`src/rtl/key_challenge_master.sv`:
```
// Host-side challenge initiator for the cartridge security key: walks a nibble table
// through the key select window, collects one response bit per access, and checks the signature.
//
// state  | meaning
// IDLE   | window deselected, waiting for start
// SETUP  | address (ba13=0, ba12=1, ba=nibble) presented, select still high
// STROBE | select low for one cycle, response sampled on the closing edge
// GAP    | SETTLE idle cycles with the window deselected
// CHECK  | compare signature, pulse done
module key_challenge_master #(
    parameter int SEQ_LEN = 16,
    parameter int SETTLE  = 1
) (
    input  logic               clk,
    input  logic               rst_n,
    input  logic               start,
    input  logic               abort,
    input  logic [SEQ_LEN-1:0] expect_sig,
    input  logic [3:0]         nibble_in,
    output logic [4:0]         step_idx,
    output logic               sser_n,
    output logic               ba13,
    output logic               ba12,
    output logic [3:0]         ba,
    output logic               br_w,
    input  logic               sdrd,
    output logic               busy,
    output logic               done,
    output logic               pass,
    output logic [SEQ_LEN-1:0] resp
);

    typedef enum logic [2:0] {IDLE, SETUP, STROBE, GAP, CHECK} state_t;

    localparam logic [4:0] LAST_STEP = 5'(SEQ_LEN - 1);
    localparam logic [2:0] GAP_LOAD  = (SETTLE > 0) ? 3'(SETTLE - 1) : 3'd0;

    state_t             state_q, state_nxt;
    logic [4:0]         step_q, step_nxt;
    logic [2:0]         gap_q, gap_nxt;
    logic [3:0]         ba_q;
    logic [SEQ_LEN-1:0] exp_q, resp_q, resp_nxt;
    logic               pass_q, pass_nxt, done_q, done_nxt;
    logic               accept;

    assign accept = (state_q == IDLE) && start && !abort;

    always_comb begin
        state_nxt = state_q;
        step_nxt  = step_q;
        gap_nxt   = gap_q;
        resp_nxt  = resp_q;
        pass_nxt  = pass_q;
        done_nxt  = 1'b0;

        // The key output is combinational from its pre-edge state, so sample on the STROBE closing edge.
        if (state_q == STROBE) begin
            for (int i = 0; i < SEQ_LEN; i++) begin
                if (step_q == 5'(i)) resp_nxt[i] = sdrd;
            end
        end

        case (state_q)
            IDLE: begin
                step_nxt = 5'd0;
                if (accept) begin
                    state_nxt = SETUP;
                    resp_nxt  = '0;
                    pass_nxt  = 1'b0;
                end
            end
            SETUP: state_nxt = STROBE;
            STROBE: begin
                if (SETTLE > 0) begin
                    state_nxt = GAP;
                    gap_nxt   = GAP_LOAD;
                end else if (step_q == LAST_STEP) begin
                    state_nxt = CHECK;
                end else begin
                    state_nxt = SETUP;
                    step_nxt  = step_q + 5'd1;
                end
            end
            GAP: begin
                if (gap_q != 3'd0) begin
                    gap_nxt = gap_q - 3'd1;
                end else if (step_q == LAST_STEP) begin
                    state_nxt = CHECK;
                end else begin
                    state_nxt = SETUP;
                    step_nxt  = step_q + 5'd1;
                end
            end
            CHECK: state_nxt = IDLE;
            default: state_nxt = IDLE;
        endcase

        if (state_nxt == CHECK) begin
            done_nxt = 1'b1;
            pass_nxt = (resp_nxt == exp_q);
        end

        if (abort && (state_q == SETUP || state_q == STROBE || state_q == GAP)) begin
            state_nxt = IDLE;
            step_nxt  = 5'd0;
            done_nxt  = 1'b1;
            pass_nxt  = 1'b0;
        end
    end

    always_ff @(posedge clk) begin
        if (!rst_n) begin
            state_q <= IDLE;
            step_q  <= 5'd0;
            gap_q   <= 3'd0;
            ba_q    <= 4'd0;
            exp_q   <= '0;
            resp_q  <= '0;
            pass_q  <= 1'b0;
            done_q  <= 1'b0;
        end else begin
            state_q <= state_nxt;
            step_q  <= step_nxt;
            gap_q   <= gap_nxt;
            resp_q  <= resp_nxt;
            pass_q  <= pass_nxt;
            done_q  <= done_nxt;
            if (accept) exp_q <= expect_sig;
            if (state_q == SETUP) ba_q <= nibble_in;
        end
    end

    always_comb begin
        sser_n   = (state_q != STROBE);
        ba13     = !(state_q == SETUP || state_q == STROBE);
        ba12     = (state_q == SETUP || state_q == STROBE);
        br_w     = 1'b1;
        ba       = 4'd0;
        if (state_q == SETUP)  ba = nibble_in;
        if (state_q == STROBE) ba = ba_q;
        step_idx = (state_q == IDLE) ? 5'd0 : step_q;
        busy     = (state_q != IDLE);
        done     = done_q;
        pass     = pass_q;
        resp     = resp_q;
    end

endmodule

```
`config.mk`:
```
export PLATFORM = sky130hd
export DESIGN_NAME = key_challenge_master
export DESIGN_NICKNAME = d
export VERILOG_FILES = /design/src/rtl/key_challenge_master.sv
export SDC_FILE = /design/constraint.sdc
export NUM_CORES = 1
export LEC_CHECK = 0
export BUFFER_PORTS_ARGS = -buffer_cell sky130_fd_sc_hd__buf_2
export CORE_UTILIZATION = 53
export DETAILED_ROUTE_END_ITERATION = 10
export PLACE_DENSITY = 0.91
export SLEW_MARGIN = 20
export SYNTH_ARGS = -nofsm -noshare
export SYNTH_HDL_FRONTEND = slang
export SYNTH_SLANG_ARGS = --single-unit
```
`constraint.sdc`:
```
create_clock -name clk -period 2.5 [get_ports clk]
set_input_delay 0.25 -clock clk [delete_from_list [all_inputs] [get_ports clk]]
set_output_delay 0.25 -clock clk [all_outputs]
set_load 0.01 [all_outputs]
```
* Word-level counts from Yosys, hierarchy flattened
Index checks and enable logic that the tools add are counted.
** Storage, ports and cells
- Logic and storage cells :: 90
- Output and inout bits :: 32
- Bits in registers :: 49
** Operators by class
- Multiplexer cells :: 36
- Equality and inequality tests :: 24
- $add $sub $neg :: 2
- Bitwise logic cells :: 1
- Reductions and logical operators :: 19
** Operator list (number)
- $mux 16 :: 3
- $eq 5x4->1 const B :: 8
- $mux 1 :: 21
- $eq 5x3->1 const B :: 4
- $eq 16x16->1 :: 1
- $mux 5 :: 3
- $mux 3 :: 4
- $pmux 3 s4 :: 1
- $eq 5x2->1 const B :: 2
- $pmux 5 s2 :: 1
- $mux 4 :: 2
- $reduce_bool 2->1 :: 4
- $eq 3x2->1 const B :: 2
- $ne 2x2->1 const B :: 3
- $pmux 3 s2 :: 1
- $reduce_bool 3->1 :: 2
- $add 5x1->5 const B :: 1
- $eq 5x1->1 const B :: 1
- $logic_not 5->1 :: 1
- $reduce_and 2->1 :: 2
- $eq 3x1->1 const B :: 1
- $eq 3x3->1 const B :: 1
- $logic_and 1x1->1 :: 3
- $logic_not 3->1 :: 1
- other kinds (7) :: 9

* Logic depth before layout (Yosys ltp)
- Depth in word-level cells :: 8
- Mapped depth :: 10
- Depth with buffers taken out :: 10

* Least setup slack after synthesis
Ideal clock, no wire load.
- Path type :: reg-to-reg
- From :: register step_q[0]
- To :: register pass_q, in the netlist pass
- Cell stages (with the launch flop) :: 11
- Slack :: 0.414 ns
- Data required time :: 2.433 ns
- Arrival :: 2.019 ns
- Cell sequence :: dfxtp_1 > ha_1 > and3_1 > ha_1 > and4bb_2 > mux2i_1 > nor3_1 > a221oi_1 > and4_1 > o2111ai_1 > o21ai_2
** On the way
- Word-level cells in the longest chain between the ends :: 7
- Elaborated cells between the ends (all ways) :: 44
** RTL lines
- start: declaration :: line 39 : logic [4:0] step_q, step_nxt;
- start signal: assignment :: line 123 : step_q <= step_nxt;
- $eq 5x1->1, or another cell as far along :: line 59 : if (step_q == 5'(i)) resp_nxt[i] = sdrd;
- $mux 1 or $mux 3 (tied branches) :: line 59, 87
- $mux 16 or $mux 3 (tied branches) :: line 57, 85
- $mux 16 or $pmux 3 s4 (tied branches) :: line 66, 63
- $mux 16 or $eq 3x3->1 (tied branches) :: line 63, 98
- $eq 16x16->1 or $reduce_bool 2->1 (tied branches)
- $mux 1 or $reduce_and 2->1 (tied branches)
- end signal: assignment :: line 126 : pass_q <= pass_nxt;
- end: declaration :: line 43 : logic pass_q, pass_nxt, done_q, done_nxt;
Parallel ways exist; a longest one is shown, timed or not.
A chain may end at the register's enable or synchronous reset.

* Final worst setup path
- From :: register step_q[3]
- To :: register pass_q, in the netlist pass
Same word-level chain as after synthesis.

==> flow_metrics.py <==
metrics = {
    "status": {
        "outcome": "finished clean",
    },
    "placed_design": {
        "dpl.hpwl_um": 4236,
        "gp_congestion": 0.8904,
        "numPortBuffers": 55,
    },
    "floorplan": {
        "io_pins": 57,
        "initial_core_util": 0.5607,
        "core_um2": 4414,
        "fp-row-count": 24,
        "die_h_um": 70.34,
        "die-area_um2": 4947,
        "dieWidth_um": 70.34,
    },
    "job": {
        "cap_violations": 0,
    },
    "cells_and_area": {
        "final_common_cell": "nand2_1",
        "fin_nets": 380,
        "n_antenna_cell": 0,
        "final_cell_mix": "nand2_1 (60), buf_2 (55), dfxtp_1 (48)",
        "layout-drive-gt1-share": 0.2292,
        "synthToLayoutAreaGrowth_pct": 16.53,
        "fin_util": 0.6533,
    },
    "grt": {
        "grt_pass1_wl_um": 9459,
        "grt_max_degree": 26,
        "grt-ovfl-total": 0,
        "grt_pass1_vias": 2055,
        "gr-usage-all-layers": 0.2445,
        "antenna_found_initial": 0,
    },
    "sta": {
        "hold_viol_final": 0,
        "max_freq_ghz": 0.4333,
        "finalCritPeriodShare": 0.9231,
        "period_needed_ps": 2308,
        "maxSlewHeadroom": 0.6395,
        "setup_viol": 0,
        "finalClockSkew_ps": 9.451,
        "tightest_slew_ps": 539.4,
        "drv_slew": 0,
        "rsz0062_at_grt": "no",
        "setup_tns_ps": 0,
    },
    "synth": {
        "ys_ff_latch": 49,
        "ys.flop_type": "dfxtp_1",
        "ys_seq_area_frac": 0.3964,
        "synthesis.area_um2": 2475,
        "postSynth.asyncResetShare": 0,
        "synthTopCellsByArea": "dfxtp_1 (40%), nand2_1 (9.1%), mux2i_1 (6.5%)",
        "synth_top_area_frac": 0.3964,
        "synth.distinct_cells": 52,
        "ys.warnings.count": 0,
        "synth-edff-count": 0,
        "syn_nets": 330,
        "avgSynthCellArea_um2": 8.305,
        "synth_area_leader_cell": "dfxtp_1",
        "syn_inst": 298,
    },
    "setup_path": {
        "setup.worst_path.class": "flip-flop to flip-flop",
        "worstPathCellList": "and3_1, ha_1, and4bb_2, mux2i_2, nor3_1, a221oi_1, and4_1, o2111ai_1, o21ai_2",
        "critPathMaxStageDelay_ps": 570,
        "required_ps": 2750,
        "cp_num_buf_inv": 0,
        "cp-start-kind": "flip-flop",
        "slowest_stage": "dfxtp_1",
        "setup.worst_path.end_class": "flip-flop",
        "critPathTopFamily": "simple AND/OR/NAND/NOR gates",
        "critical_path_arrival_ps": 2550,
        "critPathMaxFanout": 11,
    },
    "clocking": {
        "cts_root_buf": "clkbuf_8",
        "ctsLongestPathBuffers": 2,
        "path_clk_slew_ps": 90,
        "htree_levels": 2,
        "cts_inserted_buffers": 5,
        "ctsHoldBuffers": 0,
        "clock-sinks": 49,
        "cts_tree": "yes",
        "clk_latency_ps": 300,
    },
    "routing": {
        "via_count": 2208,
        "first_pass_iters": 5,
        "drc": 0,
        "drt_wl_total_um": 5716,
        "wl_per_cell_um": 14.25,
        "detail_route.vias_per_cell": 5.506,
        "antenna_left": 0,
        "dr.first_iter.drc_count": 174,
    },
    "power": {
        "vdd_drop_max_uv": 281.7,
        "power_density_nw_per_um2": 561.3,
        "power.leakage_nw": 1.304,
    },
    "hold_path": {
        "hp-class": "input pin to flip-flop",
    },
}
-- cells by family after synthesis --
logic type / Yosys count / share of synthesized area
simple gates: 150 / 0.2963
flops: 49 / 0.3964
compound gates: 43 / 0.1314
buf+inv: 27 / 0.05106
mux: 17 / 0.07381
fa+ha+maj: 7 / 0.03539
xor+xnor: 4 / 0.01416
other cells: 1 / 0.001515
-- sequential cells by signal (all words and copies together) (netlist names) --
register / count
gap_q: 3
pass: 1
state_q: 3
resp: 16
step_q: 5
ba_q: 4
exp_q: 16
done: 1
-- per-stage QoR --
stage / instances / worst slack, ps / instance area (um2) / hold slack [ps] / total power, mW
finish: 401 / 192.3 / 2884 / 184.6 / 1.619
global route: 401 / 21.00 / 2884 / 192.5 / 1.692
CTS: 401 / 156.5 / 2877 / 182.6 / 1.622
detailed placement: 393 / 193.8 / 2760 / 456.2 / 1.054
global placement: 393 / 273.9 / 2760 / 451.9 / 1.047
floorplan: 298 / 413.8 / 2475 / 394.9 / 0.9858
-- worst paths after layout --
| check | start | endpoint | slack [ps] | depth (start not counted) |
|---|---|---|---|---|
| max | step_q[3] | pass | 190 | 9 |
| min | expect_sig[2] | exp_q[2] | 180 | 3 |
| max reg2reg | step_q[3] | pass | 190 | 9 |
| min reg2reg | ba_q[2] | ba_q[2] | 460 | 2 |
-- routing by layer --
metal / vias up / part of all wire / GRT usage
met4: 0 / 0.017 / 0.1044
met2: 105 / 0.47 / 0.3778
li1: 1107 / - / -
met1: 985 / 0.45 / 0.3225
met5: - / 0 / 0
met3: 11 / 0.064 / 0.06061
-- synthesized netlist by cell type (3+ instances only) --
library cell	count
a21boi_0	20
nand4_1	4
nand3_1	14
nor2b_1	7
nor2_1	36
a21oi_1	5
dfxtp_1	49
and2_1	5
ha_1	7
nand3b_1	3
clkbuf_1	7
nor3_1	5
xnor2_1	3
a22oi_1	3
mux2i_1	16
buf_2	4
inv_1	11
nand2_1	60
-- area by class of cell --
type / count / area, um2
Clock buffer: 7 / 86.33
Clock inverter: 1 / 30.03
Fill cell: 353 / 1530
Inverter: 11 / 41.29
Multi-Input combinational cell: 222 / 1374
Sequential cell: 49 / 982.2
Tap cell: 52 / 65.06
Timing Repair Buffer: 59 / 305.3
-- worst reg2reg max path, cell delays in order (launching register included) --
cell	delay (ps)
dfxtp_1	570
and3_1	230
ha_1	180
and4bb_2	250
mux2i_2	270
nor3_1	70
a221oi_1	220
and4_1	220
o2111ai_1	120
o21ai_2	140
-- power by group --
| part | total [mW] | leakage (nW) | switching (mW) | internal (mW) |
|---|---|---|---|---|
| logic | 0.208 | 0.848 | 0.125 | 0.0833 |
| registers | 0.831 | 0.397 | 0.0251 | 0.806 |
| clock network | 0.580 | 0.0585 | 0.254 | 0.326 |
-- repair_timing --
action,in CTS,in global routing
setup buffers,0,0
gates resized for setup,0,3
hold endpoints to repair,0,0
setup endpoints to repair,0,1
Note: power is estimated with default switching activity, not from simulation.
